--- config.mk ---
export PLATFORM = sky130hd
export DESIGN_NAME = fifo_writer
export DESIGN_NICKNAME = d
export VERILOG_FILES = /design/src/rtl/fifo_writer.sv
export SDC_FILE = /design/constraint.sdc
export NUM_CORES = 1
export LEC_CHECK = 0
export ABC_AREA = 1
export BUFFER_PORTS_ARGS = -buffer_cell sky130_fd_sc_hd__buf_2
export CAP_MARGIN = 10
export CORE_MARGIN = 4
export CORE_UTILIZATION = 25
export CTS_CLUSTER_SIZE = 24
export DETAILED_ROUTE_END_ITERATION = 12
export GPL_TIMING_DRIVEN = 0
export PLACE_DENSITY = 0.44
export RECOVER_POWER = 100
export SLEW_MARGIN = 30
export SYNTH_ARGS = -nofsm -noshare
export SYNTH_HDL_FRONTEND = slang
export SYNTH_SLANG_ARGS = --single-unit
--- constraint.sdc ---
create_clock -name clk -period 4.64 [get_ports clk]
set_input_delay 0 -clock clk [delete_from_list [all_inputs] [get_ports clk]]
set_output_delay 0 -clock clk [all_outputs]
set_load 0.05 [all_outputs]
--- src/rtl/fifo_writer.sv ---
// fifo_writer: transmit side of the external byte-FIFO link.
// Buffers bytes from a valid/ready source in a small queue. Each byte is then
// written into an external async FIFO with a setup / -W pulse / recovery
// sequence. All three phases are counted in clk cycles.
//
//  state     | meaning
//  ----------+--------------------------------------------------------------
//  WR_IDLE   | -W high; waits for a queued byte and a not-full flag
//  WR_SETUP  | data driven, -W high, for SETUP_TICKS cycles
//  WR_STROBE | -W low for PULSE_TICKS cycles; head popped on exit
//  WR_HOLD   | -W high, data held, for RECOVERY_TICKS cycles
module fifo_writer #(
  parameter int DEPTH          = 4,
  parameter int SETUP_TICKS    = 3,
  parameter int PULSE_TICKS    = 5,
  parameter int RECOVERY_TICKS = 4
) (
  input  logic       clk,
  input  logic       nrst,
  input  logic       in_valid,
  input  logic [7:0] in_data,
  output logic       in_ready,
  input  logic       nff_in,
  output logic [7:0] fifo_data_out,
  output logic       fifo_wr_n,
  output logic       busy
);

  localparam int AW = $clog2(DEPTH);
  localparam int CW = $clog2(DEPTH + 1);

  localparam logic [1:0] WR_IDLE   = 2'd0;
  localparam logic [1:0] WR_SETUP  = 2'd1;
  localparam logic [1:0] WR_STROBE = 2'd2;
  localparam logic [1:0] WR_HOLD   = 2'd3;

  localparam logic [3:0] SETUP_LAST    = 4'(SETUP_TICKS - 1);
  localparam logic [3:0] PULSE_LAST    = 4'(PULSE_TICKS - 1);
  localparam logic [3:0] RECOVERY_LAST = 4'(RECOVERY_TICKS - 1);

  logic [7:0]    mem [DEPTH];
  logic [AW-1:0] wptr;
  logic [AW-1:0] rptr;
  logic [CW-1:0] count;
  logic [1:0]    state;
  logic [3:0]    tick;
  logic          nff;
  logic          pending;
  logic          push;
  logic          pop;
  logic          tick_done;

  assign in_ready = (count != CW'(DEPTH));
  assign push     = in_valid & in_ready;
  assign pop      = (state == WR_STROBE) & tick_done;
  assign busy     = (count != '0) | (state != WR_IDLE);

  // Terminal count of the phase currently being timed.
  always_comb begin
    tick_done = 1'b0;
    case (state)
      WR_SETUP:  tick_done = (tick == SETUP_LAST);
      WR_STROBE: tick_done = (tick == PULSE_LAST);
      WR_HOLD:   tick_done = (tick == RECOVERY_LAST);
      default:   tick_done = 1'b0;
    endcase
  end

  // Queue storage; contents need no reset since count gates every read.
  always_ff @(posedge clk) begin
    if (push) mem[wptr] <= in_data;
  end

  // Queue pointers and occupancy, plus the registered full flag.
  // pending lags count by one edge so the head is read from settled storage,
  // never from the entry being written on the same edge.
  always_ff @(posedge clk) begin
    if (!nrst) begin
      wptr    <= '0;
      rptr    <= '0;
      count   <= '0;
      pending <= 1'b0;
      nff     <= 1'b0;
    end else begin
      nff     <= nff_in;
      pending <= (count != '0);
      if (push) wptr <= wptr + AW'(1);
      if (pop)  rptr <= rptr + AW'(1);
      case ({push, pop})
        2'b10:   count <= count + CW'(1);
        2'b01:   count <= count - CW'(1);
        default: count <= count;
      endcase
    end
  end

  // Write sequencer: setup, -W pulse, recovery; tick restarts on each entry.
  always_ff @(posedge clk) begin
    if (!nrst) begin
      state         <= WR_IDLE;
      tick          <= '0;
      fifo_wr_n     <= 1'b1;
      fifo_data_out <= 8'd0;
    end else begin
      case (state)
        WR_IDLE: begin
          tick      <= '0;
          fifo_wr_n <= 1'b1;
          if (pending && nff) begin
            fifo_data_out <= mem[rptr];
            state         <= WR_SETUP;
          end
        end
        WR_SETUP: begin
          if (tick_done) begin
            fifo_wr_n <= 1'b0;
            tick      <= '0;
            state     <= WR_STROBE;
          end else begin
            tick <= tick + 4'd1;
          end
        end
        WR_STROBE: begin
          if (tick_done) begin
            fifo_wr_n <= 1'b1;
            tick      <= '0;
            state     <= WR_HOLD;
          end else begin
            tick <= tick + 4'd1;
          end
        end
        default: begin
          if (tick_done) begin
            tick  <= '0;
            state <= WR_IDLE;
          end else begin
            tick <= tick + 4'd1;
          end
        end
      endcase
    end
  end

endmodule

==> results.yml <==
power:
  power-per-cell-area_nw_per_um2: 331
  p_leak_nw: 1.09
  ir_worst_vdd_v: 0.000133
  finalPower_mw: 0.940
finish:
  syn_to_final_growth_pct: 16.9
  nets: 303
  multi_input_area_um2: 774
  fill_cells: 992
  drive_above_1_share: 0.0860
  final_area_um2: 2840
  diodes: 0
  ff_latch_area_um2: 1440
  final_util: 0.304
placement:
  io_buffers: 22
  post-dp-hpwl_mm: 3.37
  globalplace.congestion: 0.695
  placed_area_um2: 2700
synth:
  synth_cell_type_count: 28
  synth_top_family_by_area: "compound AO/OA/AOI/OAI gates"
  ys_seq_area_frac: 0.594
  synth_ff_type: "edfxtp_1"
  mappedNetlistNets: 265
  syn_area_per_cell_um2: 10.1
  synth_compound_area_frac: 0.131
  synth_top_cell_area_share: 0.396
  netlist_area_um2: 2430
  syn_inst: 240
  muxShareOfSynthArea: 0
  ys_async_sr_fraction: 0
  synth_edf_count: 32
  synth_area_leaders: "edfxtp_1 (40%), dfxtp_1 (20%), ha_1 (6.2%)"
  synth_adder_area_share: 0.0701
  synthSimpleGateAreaFrac: 0.121
  post_synth_most_frequent_cells: "inv_1 (37), edfxtp_1 (32), nor2_1 (30)"
  post-synth-top-count-cell: "inv_1"
  yosys_warnings: 0
  ys_ff_latch: 56
  synth_xor_area_frac: 0.00722
  synth_top_cell_by_area: "edfxtp_1"
sta:
  period_minus_slack_ns: 2.62
  tns_ns: 0
  slew-limit-headroom: 0.455
  max_freq_mhz: 382
  drv_slew: 0
  worst_slew_pin_slew_ns: 0.814
  hold_viol_final: 0
  rsz0062_at_grt: "no"
  fin_skew_ns: 0.0134
  finalSetupViolCount: 0
  timing.final.crit_share: 0.564
clock_tree:
  post_cts_buffers: 0
  clock_insertion_delay_worst_skew_ns: 0.32
  cts-root-buf: "clkbuf_8"
  cts_buffer_depth: 2
  cts_tree: "built"
  post_cts_resized: 0
  htreeDepth: 2
  cts_sinks: 56
  clk_pin_slew_ns: 0.11
  cts_buffers: 5
route:
  ant_nets: 0
  drt_wl_total_mm: 4.78
  route.detailed.drc: 0
  wl_per_cell_um: 11.7
  initialDrtViolationCount: 89
  first_pass_iters: 4
  vias: 1645
  vias_per_cell: 4.03
worst_setup_path:
  cp_max_fo: 4
  critical_path_required_ns: 4.84
  cp-end-kind: "flip-flop"
  critical_path_class: "reg -> reg"
  startpoint_type: "flip-flop"
  worstPathArrival_ns: 2.82
floorplanning:
  initial_utilization: 0.260
  core_area_um2: 9330
  die_height_um: 107
  die_area_um2: 11300
  ios: 23
  fp-row-count: 35
  die_w_um: 107
global_routing:
  grt_overflow: 0
  grt_pass1_wl_mm: 7.94
  grt_max_degree: 21
  antenna_found_initial: 0
  grt_pass1_vias: 1618
  track_usage: 0.0889
outcome:
  status: "finished clean"
run:
  max-cap-violations: 0
min_path:
  hp-class: "in -> reg"
-- layout make-up --
type	instances	area share
Buffer	6	0.0110
Clock buffer	5	0.0243
Clock inverter	3	0.0101
Inverter	41	0.0547
Multi-Input combinational cell	137	0.273
Sequential cell	56	0.508
Tap cell	129	0.0569
Timing Repair Buffer	31	0.0622
-- timing repair --
action	in CTS	in global routing
hold endpoints to repair	33	0
setup endpoints to repair	0	0
hold buffers	9	0
-- sequential cells by signal (all words and copies together) (netlist names), 2 cells and up --
signal	flops
mem	32
fifo_data_out	8
tick	4
count	3
rptr	2
state	2
wptr	2
-- worst max-delay path, cell delays in order (launching register included) --
cell and delay (ns):
dfxtp_1 0.39, inv_1 0.11, ha_1 0.26, inv_1 0.09, nand2_1 0.06, nand2_2 0.05, nor2_1 0.07, nand3_1 0.18
clkinvlp_2 0.19, ha_1 0.25, fa_1 0.39, a21oi_1 0.13, o21ai_0 0.12, o21ai_0 0.16, a21oi_1 0.05
-- layer usage --
layer / up-vias / GRT usage / wire length [um] / share of wire
met2: 20 / 0.147 / 2210 / 0.46
met3: 6 / 0.0237 / 140 / 0.029
li1: 872 / - / - / -
met1: 747 / 0.111 / 2340 / 0.49
met4: 0 / 0.0329 / 82 / 0.017
met5: - / 0 / 0 / 0
-- metrics by stage --
step                hold WS, ns  cells  worst slack, ns
floorplan                0.0976    240             2.35
global placement          0.187    391             2.27
detailed placement        0.189    391             2.22
CTS                      0.0386    408             2.19
global route             0.0376    408             1.69
finish                   0.0444    408             2.02
-- placed cells by master (no fill, tap or decap), drive strengths merged --
master / instances
inv: 42
clkbuf: 27
fa: 1
xor2: 1
dfxtp: 24
nand4: 1
clkinvlp: 1
edfxtp: 32
xnor2: 1
buf: 6
o22ai: 8
nand2: 19
nor2: 32
ha: 12
o21ai: 33
a21oi: 18
a31oi: 1
dlygate4sd3: 9
nand3: 10
clkinv: 1
-- path summary, 6_finish.rpt --
path | cells past startpoint | startpoint | slack (ns) | end
worst max-delay path | 14 | state[0] | 2.02 | count[2]
worst min register to register | 2 | fifo_wr_n | 0.47 | fifo_wr_n
worst min-delay path | 3 | nrst | 0.04 | tick[1]
worst max register to register | 14 | state[0] | 2.02 | count[2]
-- where the power goes --
group          switching (mW)  internal [mW]
Clock                   0.175          0.114
Sequential            0.00876          0.548
Combinational          0.0660         0.0272
-- cell families (layout without fill, tap and decap cells) --
kind of cell	after synthesis	count (layout)
buf+inv	47	86
compound gates	60	60
fa+ha+maj	13	13
simple gates	62	62
xor+xnor	2	2
flops	56	56
Power figures use the tool's default switching activity.
